File: src/rtl/fsm_decrypt.sv
// Control FSM for ASCON-128 decryption. Steps the permutation datapath one
// round per clock through initialization, one associated-data block,
// NB_DATA_BLOCKS ciphertext blocks and finalization. AD and ciphertext words
// are taken from the datapath cipher bus with a valid/ready handshake.
//
// state     | meaning
// ----------+----------------------------------------------------------
// IDLE      | waiting for start_i; every output low except tag_valid_o
// INIT      | 12 initialization rounds (rnd 0..11), key XOR at the end
// AD_WAIT   | waiting for the AD word; transfer runs round 6
// AD        | AD rounds 7..11, domain-separation bit at the end
// DATA_WAIT | waiting for a ciphertext word; transfer runs round 6,
//           | or round 0 of finalization for the last block
// DATA      | ciphertext rounds 7..11, then next block
// FINAL     | finalization rounds 1..11, key XOR and tag capture at the end
// DONE      | single-cycle completion pulse, tag marked valid

module fsm_decrypt #(
    // Ciphertext blocks per message; legal range 1..15 (4-bit block counter).
    parameter int NB_DATA_BLOCKS = 4
) (
    input  logic       clk_i,
    input  logic       rst_i,
    input  logic       start_i,
    input  logic       word_valid_i,
    output logic       word_ready_o,
    output logic       sel_mux_perm_o,
    output logic       sel_muxData_perm_o,
    output logic [3:0] round_o,
    output logic       write_enable_data_o,
    output logic       write_enable_cipher_o,
    output logic       write_enable_tag_o,
    output logic       en_xor_begin_data_o,
    output logic       en_xor_begin_key_o,
    output logic       en_xor_end_lsb_o,
    output logic       en_xor_end_key_o,
    output logic       plain_valid_o,
    output logic       busy_o,
    output logic       done_o,
    output logic       tag_valid_o
);

    typedef enum logic [2:0] {
        S_IDLE,
        S_INIT,
        S_AD_WAIT,
        S_AD,
        S_DATA_WAIT,
        S_DATA,
        S_FINAL,
        S_DONE
    } state_t;

    localparam logic [3:0] LAST_RND   = 4'd11;
    localparam logic [3:0] PB_FIRST   = 4'd6;
    localparam logic [3:0] PB_SECOND  = 4'd7;
    localparam logic [3:0] PA_FIRST   = 4'd0;
    localparam logic [3:0] FIN_SECOND = 4'd1;
    localparam logic [3:0] LAST_BLK   = 4'(NB_DATA_BLOCKS - 1);

    state_t     state_q;
    logic [3:0] rnd_q;
    logic [3:0] blk_q;
    logic       plain_valid_q;
    logic       tag_valid_q;

    logic       in_wait;
    logic       xfer;
    logic       last_rnd;
    logic       last_blk;

    assign in_wait  = (state_q == S_AD_WAIT) || (state_q == S_DATA_WAIT);
    assign xfer     = word_valid_i & in_wait;
    assign last_rnd = (rnd_q == LAST_RND);
    assign last_blk = (blk_q == LAST_BLK);

    // State, round/block counters and the two registered status flags.
    // rnd is reloaded on every state entry so it never wraps.
    always_ff @(posedge clk_i) begin
        if (rst_i) begin
            state_q       <= S_IDLE;
            rnd_q         <= 4'd0;
            blk_q         <= 4'd0;
            plain_valid_q <= 1'b0;
            tag_valid_q   <= 1'b0;
        end else begin
            plain_valid_q <= write_enable_cipher_o;
            case (state_q)
                S_IDLE: begin
                    if (start_i) begin
                        state_q     <= S_INIT;
                        rnd_q       <= 4'd0;
                        blk_q       <= 4'd0;
                        tag_valid_q <= 1'b0;
                    end
                end
                S_INIT: begin
                    if (last_rnd) begin
                        state_q <= S_AD_WAIT;
                        rnd_q   <= 4'd0;
                    end else begin
                        rnd_q <= rnd_q + 4'd1;
                    end
                end
                S_AD_WAIT: begin
                    if (xfer) begin
                        state_q <= S_AD;
                        rnd_q   <= PB_SECOND;
                    end
                end
                S_AD: begin
                    if (last_rnd) begin
                        state_q <= S_DATA_WAIT;
                        rnd_q   <= 4'd0;
                        blk_q   <= 4'd0;
                    end else begin
                        rnd_q <= rnd_q + 4'd1;
                    end
                end
                S_DATA_WAIT: begin
                    if (xfer) begin
                        if (last_blk) begin
                            // Last block skips pb and folds straight into pa.
                            state_q <= S_FINAL;
                            rnd_q   <= FIN_SECOND;
                        end else begin
                            state_q <= S_DATA;
                            rnd_q   <= PB_SECOND;
                        end
                    end
                end
                S_DATA: begin
                    if (last_rnd) begin
                        state_q <= S_DATA_WAIT;
                        rnd_q   <= 4'd0;
                        blk_q   <= blk_q + 4'd1;
                    end else begin
                        rnd_q <= rnd_q + 4'd1;
                    end
                end
                S_FINAL: begin
                    if (last_rnd) begin
                        state_q <= S_DONE;
                        rnd_q   <= 4'd0;
                    end else begin
                        rnd_q <= rnd_q + 4'd1;
                    end
                end
                S_DONE: begin
                    state_q     <= S_IDLE;
                    rnd_q       <= 4'd0;
                    tag_valid_q <= 1'b1;
                end
                default: begin
                    state_q <= S_IDLE;
                    rnd_q   <= 4'd0;
                    blk_q   <= 4'd0;
                end
            endcase
        end
    end

    // Datapath controls decoded from state, counters and the bus handshake.
    // round_o reads 0 in cycles where no round is executed.
    always_comb begin
        word_ready_o          = in_wait;
        sel_mux_perm_o        = 1'b0;
        sel_muxData_perm_o    = 1'b0;
        round_o               = 4'd0;
        write_enable_data_o   = 1'b0;
        write_enable_cipher_o = 1'b0;
        write_enable_tag_o    = 1'b0;
        en_xor_begin_data_o   = 1'b0;
        en_xor_begin_key_o    = 1'b0;
        en_xor_end_lsb_o      = 1'b0;
        en_xor_end_key_o      = 1'b0;
        busy_o                = (state_q != S_IDLE) && (state_q != S_DONE);
        done_o                = (state_q == S_DONE);
        case (state_q)
            S_INIT: begin
                write_enable_data_o = 1'b1;
                round_o             = rnd_q;
                // Only the very first round loads the external initial state.
                sel_mux_perm_o      = (rnd_q != 4'd0);
                en_xor_end_key_o    = last_rnd;
            end
            S_AD_WAIT: begin
                if (xfer) begin
                    write_enable_data_o = 1'b1;
                    sel_mux_perm_o      = 1'b1;
                    round_o             = PB_FIRST;
                    en_xor_begin_data_o = 1'b1;
                end
            end
            S_AD: begin
                write_enable_data_o = 1'b1;
                sel_mux_perm_o      = 1'b1;
                round_o             = rnd_q;
                en_xor_end_lsb_o    = last_rnd;
            end
            S_DATA_WAIT: begin
                if (xfer) begin
                    write_enable_data_o   = 1'b1;
                    sel_mux_perm_o        = 1'b1;
                    sel_muxData_perm_o    = 1'b1;
                    write_enable_cipher_o = 1'b1;
                    en_xor_begin_data_o   = 1'b1;
                    en_xor_begin_key_o    = last_blk;
                    round_o               = last_blk ? PA_FIRST : PB_FIRST;
                end
            end
            S_DATA: begin
                write_enable_data_o = 1'b1;
                sel_mux_perm_o      = 1'b1;
                round_o             = rnd_q;
            end
            S_FINAL: begin
                write_enable_data_o = 1'b1;
                sel_mux_perm_o      = 1'b1;
                round_o             = rnd_q;
                en_xor_end_key_o    = last_rnd;
                write_enable_tag_o  = last_rnd;
            end
            default: begin
                word_ready_o = in_wait;
            end
        endcase
    end

    assign plain_valid_o = plain_valid_q;
    assign tag_valid_o   = tag_valid_q;

endmodule

File: config.mk
export PLATFORM = sky130hd
export DESIGN_NAME = fsm_decrypt
export DESIGN_NICKNAME = d
export VERILOG_FILES = /design/src/rtl/fsm_decrypt.sv
export SDC_FILE = /design/constraint.sdc
export NUM_CORES = 1
export LEC_CHECK = 0
export ABC_CLOCK_PERIOD_IN_PS = 1900
export CORE_UTILIZATION = 49
export CTS_CLUSTER_DIAMETER = 60
export DETAILED_ROUTE_END_ITERATION = 8
export PLACE_DENSITY = 0.78
export SYNTH_ARGS = -nofsm -noshare
export SYNTH_HDL_FRONTEND = slang
export SYNTH_SLANG_ARGS = --single-unit
File: constraint.sdc
create_clock -name clk_i -period 1.9 [get_ports clk_i]
set_input_delay 0.38 -clock clk_i [delete_from_list [all_inputs] [get_ports clk_i]]
set_output_delay 0.38 -clock clk_i [all_outputs]
set_load 0.1 [all_outputs]
==> flow_metrics.tcl, run 1 <==
set metrics [dict create \
    status "aborted with a tool error" \
    stop_stage "clock tree synthesis" \
    error "[ERROR DPL-0038] Utilization greater than 100%, impossible to legalize" \
    hold_buffers 0 \
    io_pins 22 \
    ys_seq_area_frac 0.263 \
    clkSinkCount 13 \
    dp_hpwl_um 2550 \
    numCtsBuffers 3 \
    die_w_um 47.0 \
    ys_ff_latch 13 \
    cts_max_path_buffers 2 \
    rows 15 \
    ys.warnings.count 0 \
    synth.avg_cell_area_um2 7.93 \
    synth_cell_types 49 \
    syn-num-nets 132 \
    postCtsSetupBuffers 10 \
    initial_core_util 0.550 \
    die_y_um 47.0 \
    async_flop_share 0 \
    place.port_buffers 21 \
    synthCells 125 \
    cts_resized 34 \
    ctsHtreeMaxLevel 1 \
    netlist_top_cells_area "dfxtp_1 (26%), a21oi_1 (6.1%), nand2_1 (4.5%), nor2_1 (4.5%), ha_1 (3.8%)" \
    synth_edf_count 0 \
    routabilityCongestion 0.892 \
    yosysTopAreaCell "dfxtp_1" \
    synth_flop_cell "dfxtp_1" \
    yosysTopAreaCellShare 0.263 \
    root_buffer "clkbuf_4" \
    syn_area_um2 991 \
]
-- per-stage QoR --
stage / area, µm² / hold WS [ns] / cells / TNS (ns) / setup WS [ns]
floorplan: 1130 / 0.465 / 125 / -2.78 / -0.828
global placement: 1620 / 0.489 / 182 / -0.942 / -0.263
detailed placement: 1620 / 0.501 / 182 / -1.30 / -0.298
-- cell usage after synthesis (all sizes together) (3+ instances only) --
cell,count
mux2i,3
inv,8
nand3b,3
nor2,12
ha,3
o21ai,3
dfxtp,13
a21oi,12
a31oi,3
nand2,13
and2,3
nand3,4
buf,7
clkbuf,3
-- cells by family after synthesis --
kind of cell	share of synthesized area
compound gates	0.266
xor+xnor	0.0177
fa+ha+maj	0.0480
buf+inv	0.0972
flops	0.263
mux	0.0303
simple gates	0.278
==> run 2, diff against run 1 <==
- CORE_AREA: not set -> 2 2 63 65
- CORE_UTILIZATION: 49 -> not set
- CTS_CLUSTER_DIAMETER: 60 -> not set
- DIE_AREA: not set -> 0 0 65 67
- PLACE_DENSITY: 0.78 -> not set
- PLACE_DENSITY_LB_ADDON: not set -> 0.15
==> flow_metrics.tcl, run 2 <==
set metrics [dict create \
    drtAntennaViolNets 0 \
    routabilityCongestion 0.766 \
    rows 22 \
    tightest_slew_ns 0.480 \
    synth.avg_cell_area_um2 7.93 \
    crit_fanout 3 \
    num-fill-cells 350 \
    dp_hpwl_um 2130 \
    numCtsBuffers 3 \
    switching_share 0.333 \
    start_kind "register" \
    rsz0062_at_grt "yes" \
    synth_cell_types 49 \
    syn_to_final_growth_pct 86.0 \
    syn_area_um2 991 \
    setup_slack_ns -0.227 \
    p_per_area_nw_per_um2 432 \
    final_util 0.511 \
    tritoncts "built" \
    relSlewSlack 0.677 \
    max-vdd-ir-drop_mv 0.488 \
    drive_above_1_share 0.561 \
    drt-pass1-iter-count 4 \
    hp-class "reg2reg" \
    final_cell_mix "buf_4 (19), buf_12 (18), nand2_1 (9), a21oi_1 (9), dfxtp_2 (8)" \
    synthCells 125 \
    place.port_buffers 21 \
    yosys-top-cells-count "dfxtp_1 (13), a21oi_1 (12), nand2_1 (12), nor2_1 (12), inv_1 (8)" \
    fmax_mhz 470 \
    finalClockSkew_ns 0.00174 \
    wire_per_inst_um 13.3 \
    grt_overflow_total 0 \
    initial_core_util 0.275 \
    yosysTopAreaCell "dfxtp_1" \
    synthMostInstantiatedCell "dfxtp_1" \
    yosysTopAreaCellShare 0.263 \
    grt_usage 0.143 \
    fin_cells 212 \
    num_vias 1053 \
    io_pins 22 \
    failed_checks "negative setup slack" \
    pwr-share-comb 0.318 \
    grt_max_degree 16 \
    cp_data_arrival_time_ns 1.75 \
    worstSetupPathType "reg2out" \
    fin_crit_sh 1.12 \
    ys.warnings.count 0 \
    drc 0 \
    p_switching_uw 265 \
    synth_edf_count 0 \
    maxSlewViolCount 0 \
    ys_seq_area_frac 0.263 \
    cts_max_path_buffers 2 \
    insertedDiodeCount 0 \
    die_y_um 67 \
    ctsHtreeMaxLevel 1 \
    die_area_um2 4360 \
    cp.required_ns 1.52 \
    netlist_top_cells_area "dfxtp_1 (26%), a21oi_1 (6.1%), nand2_1 (4.5%), nor2_1 (4.5%), ha_1 (3.8%)" \
    first_iter_violations 40 \
    power_frac_seq 0.367 \
    die_w_um 65 \
    finalSetupViolCount 5 \
    drt_wl_total_um 2820 \
    grt_pass1_vias 1055 \
    period_minus_slack_ns 2.13 \
    tns_ns -0.658 \
    clkTransAtPathRegs_ns 0.06 \
    intPower_uw 531 \
    ys_ff_latch 13 \
    syn-num-nets 132 \
    via_per_inst 4.97 \
    async_flop_share 0 \
    grt_pass1_wl_um 4820 \
    leakage_uw 0.000725 \
    maxCapViolations 0 \
    clock_latency_ns 0.24 \
    root_buffer "clkbuf_8" \
    nets 172 \
    place_inst 203 \
    clkSinkCount 13 \
    hold_viol 0 \
    antenna_found_initial 0 \
    p_clk_frac 0.315 \
    final_common_cell "buf_4" \
    status "complete, but fails checks" \
    coreArea_um2 3610 \
    synth_flop_cell "dfxtp_1" \
    reg_top3 "blk_q: 4 flops, rnd_q: 4 flops, state_q: 3 flops" \
    hold_buffers 0 \
    end_kind "output pin" \
]
run 2: cell counts after synthesis:
No cell type changed its count.
run 2: logic make-up after synthesis:
kind of cell	after synthesis	share of synthesized area
flops	13	0.263
mux	3	0.0303
compound gates	37	0.266
xor+xnor	2	0.0177
simple gates	48	0.278
fa+ha+maj	4	0.0480
buf+inv	18	0.0972
run 2: path summary, 6_finish.rpt:
check / from / end / slack, ns / cells after the start
worst max-delay path: blk_q[0]$_SDFFE_PP0P_ / round_o[2] / -0.23 / 6
worst max register to register: blk_q[0]$_SDFFE_PP0P_ / rnd_q[2]$_SDFFE_PP0P_ / 0.31 / 8
worst min-delay path: blk_q[3]$_SDFFE_PP0P_ / blk_q[3]$_SDFFE_PP0P_ / 0.55 / 1
worst min register to register: blk_q[3]$_SDFFE_PP0P_ / blk_q[3]$_SDFFE_PP0P_ / 0.55 / 1
run 2: power by group through the flow:
stage	combinational, µW	sequential [µW]	clock, µW
2_1_floorplan	169	291	0
3_3_place_gp	245	295	0
3_5_place_dp	247	295	0
4_1_cts	254	292	261
5_1_grt	267	293	277
6_report	253	292	251
run 2: routing by layer:
layer  up-vias  part of all wire  global-route usage
met2        22              0.50               0.232
met1       496              0.45               0.187
li1        533                 -                   -
met5         -                 0                   0
met4         0            0.0043              0.0346
met3         2             0.045              0.0422
run 2: repair_timing:
action	in CTS	in global routing
setup endpoints to repair	16	10
gates cloned	1	0
setup buffers	2	2
pin swaps	6	2
gates resized for setup	22	8
run 2: worst max-delay path: stages (launching register included):
cell and delay, ns:
dfxtp_2 0.33, ha_4 0.15, or3b_4 0.23, and3_4 0.21
a21oi_2 0.04, a221oi_2 0.33, buf_12 0.22
run 2: area by class of cell:
class,count,area [µm²],share of cell area
flip-flops and latches,13,274,0.149
multi-input cells,94,810,0.439
clock buffers,4,45.0,0.0244
well taps,48,60.1,0.0326
inverters,8,41.3,0.0224
repair buffers,45,613,0.333
run 2: metrics by stage:
stage,instance area [µm²],total power [µW],hold WS (ns),setup WS [ns]
after floorplan,1130,459,0.465,-0.828
after global placement,1640,540,0.526,-0.317
after detailed placement,1640,542,0.539,-0.313
after CTS,1800,807,0.551,-0.242
after global routing,1840,837,0.591,-0.297
final,1840,796,0.548,-0.227
No activity file was read; power rests on OpenSTA's default activity.
==> run 3, diff against run 2 <==
- ABC_AREA: not set -> 1
- ABC_CLOCK_PERIOD_IN_PS: 1900 -> 2650
- DONT_BUFFER_PORTS: not set -> 1
- clock period: 1.9 -> 2.65 ns (I/O delays scaled with it)
==> flow_metrics.tcl, run 3 <==
set metrics [dict create \
    syn_to_final_growth_pct 28.4 \
    via_per_inst 4.56 \
    period_minus_slack_ns 2.42 \
    fin_cells 212 \
    grt_util_met1 0.154 \
    yosysTopAreaCell "dfxtp_1" \
    synthMostInstantiatedCell "nand2_1" \
    maxCapViolations 0 \
    end_kind "output pin" \
    yosysTopAreaCellShare 0.265 \
    relSlewSlack 0.640 \
    initial_core_util 0.273 \
    tritoncts "built" \
    die_w_um 65 \
    grt_max_degree 9 \
    cts_max_path_buffers 2 \
    drive_above_1_share 0.384 \
    num-fill-cells 390 \
    rows 22 \
    finalClockSkew_ns 0.0139 \
    syn-num-nets 153 \
    hold_viol 0 \
    fin_crit_sh 0.914 \
    grt_pass1_vias 938 \
    grt_overflow_total 0 \
    maxSlewViolCount 0 \
    async_flop_share 0 \
    reg_top3 "blk_q: 4 flops, rnd_q: 4 flops, state_q: 3 flops" \
    num_vias 967 \
    coreArea_um2 3610 \
    ys.warnings.count 0 \
    synthCells 146 \
    die_area_um2 4360 \
    drc 0 \
    finalSetupViolCount 0 \
    start_kind "register" \
    place_inst 208 \
    root_buffer "clkbuf_8" \
    final_common_cell "nand2_1" \
    antenna_found_initial 0 \
    ys_seq_area_frac 0.265 \
    busiest_layer "met2" \
    tns_ns 0 \
    drt-pass1-iter-count 4 \
    cp_data_arrival_time_ns 1.89 \
    final_cell_mix "nand2_1 (26), buf_4 (18), nor2_1 (15)" \
    clkSinkCount 13 \
    ys_ff_latch 13 \
    wire_per_inst_um 11.6 \
    syn_area_um2 983 \
    numCtsBuffers 3 \
    crit_fanout 8 \
    postCtsSetupBuffers 0 \
    dp_hpwl_um 2020 \
    dpl_cell_area_um2 1220 \
    io_pins 22 \
    drt_wl_total_um 2460 \
    drtAntennaViolNets 0 \
    place.port_buffers 0 \
    yosys-top-cells-count "nand2_1 (27), nor2_1 (22), inv_1 (14)" \
    clkTransAtPathRegs_ns 0.07 \
    nets 172 \
    synth_cell_types 27 \
    ctsHtreeMaxLevel 1 \
    tightest_slew_ns 0.544 \
    routabilityCongestion 0.810 \
    netlist_top_cells_area "dfxtp_1 (26%), nand2_1 (10%), nor2_1 (8.4%), nand2_4 (6.9%), nand3_1 (6.6%)" \
    synth_flop_cell "dfxtp_1" \
    insertedDiodeCount 0 \
    fmax_mhz 413 \
    postLayoutCellArea_um2 1260 \
    synth_edf_count 0 \
    clock_latency_ns 0.25 \
    synth.avg_cell_area_um2 6.74 \
    use_met2 0.216 \
    die_y_um 67 \
    first_iter_violations 41 \
    hold_buffers 0 \
    status "complete, no violations" \
    cts_resized 0 \
    cp.required_ns 2.12 \
    grt_pass1_wl_um 4260 \
    grt_usage 0.128 \
    rsz0062_at_grt "no" \
    worstSetupPathType "reg2out" \
    met3_usage 0.0270 \
    hp-class "in2reg" \
]
==> run 3: layout make-up <==
cell class | instances | area [µm²] | share of cell area
timing repair buffer | 18 | 135 | 0.107
multi-input combinational | 109 | 681 | 0.539
clock buffer | 4 | 45.0 | 0.0357
tap | 48 | 60.1 | 0.0476
sequential | 13 | 260 | 0.206
inverter | 20 | 81.3 | 0.0644
==> run 3: stage by stage <==
| step | hold WS, ns | setup WS [ns] | utilization |
|---|---|---|---|
| 2_1_floorplan | 0.461 | -0.244 | - |
| 3_3_place_gp | 0.477 | 0.562 | 0.338 |
| 3_5_place_dp | 0.482 | 0.518 | 0.338 |
| 4_1_cts | 0.330 | 0.234 | 0.350 |
| 5_1_grt | 0.324 | 0.0917 | 0.350 |
| 6_report | 0.331 | 0.229 | 0.350 |
==> run 3: logic make-up after synthesis <==
| group | synth area share |
|---|---|
| AND/OR/NAND/NOR | 0.450 |
| buffers and inverters | 0.109 |
| adder cells (fa/ha/maj) | 0.0382 |
| XOR/XNOR | 0.0178 |
| AO/OA/AOI/OAI | 0.120 |
| flip-flops | 0.265 |
==> run 3: path summary, 6_finish.rpt <==
| check | startpoint | endpoint | slack [ns] | cells after the start |
|---|---|---|---|---|
| worst min-delay path | rst_i | blk_q[2]$_SDFFE_PP0P_ | 0.33 | 1 |
| worst max register to register | state_q[0]$_SDFFE_PP0P_ | state_q[2]$_SDFFE_PP0P_ | 0.93 | 9 |
| worst max-delay path | state_q[0]$_SDFFE_PP0P_ | round_o[2] | 0.23 | 6 |
| worst min register to register | blk_q[0]$_SDFFE_PP0P_ | blk_q[0]$_SDFFE_PP0P_ | 0.49 | 2 |
==> run 3: metal layers <==
layer | wire length, µm | vias up
li1 | - | 506
met1 | 1130 | 431
met2 | 1170 | 24
met3 | 119 | 6
met4 | 41 | 0
met5 | 0 | -
==> run 3: worst max-delay path, cell delays in order (launching register included) <==
cell and delay [ns]:
dfxtp_1 0.56, nor2_4 0.08, nand2_2 0.19, nor2_1 0.11, o21ai_0 0.35, o21ai_2 0.10
buf_4 0.25
Power of run 3 is not shown: default switching activity piles up to over one toggle a cycle in this logic, so the estimate is an artifact.
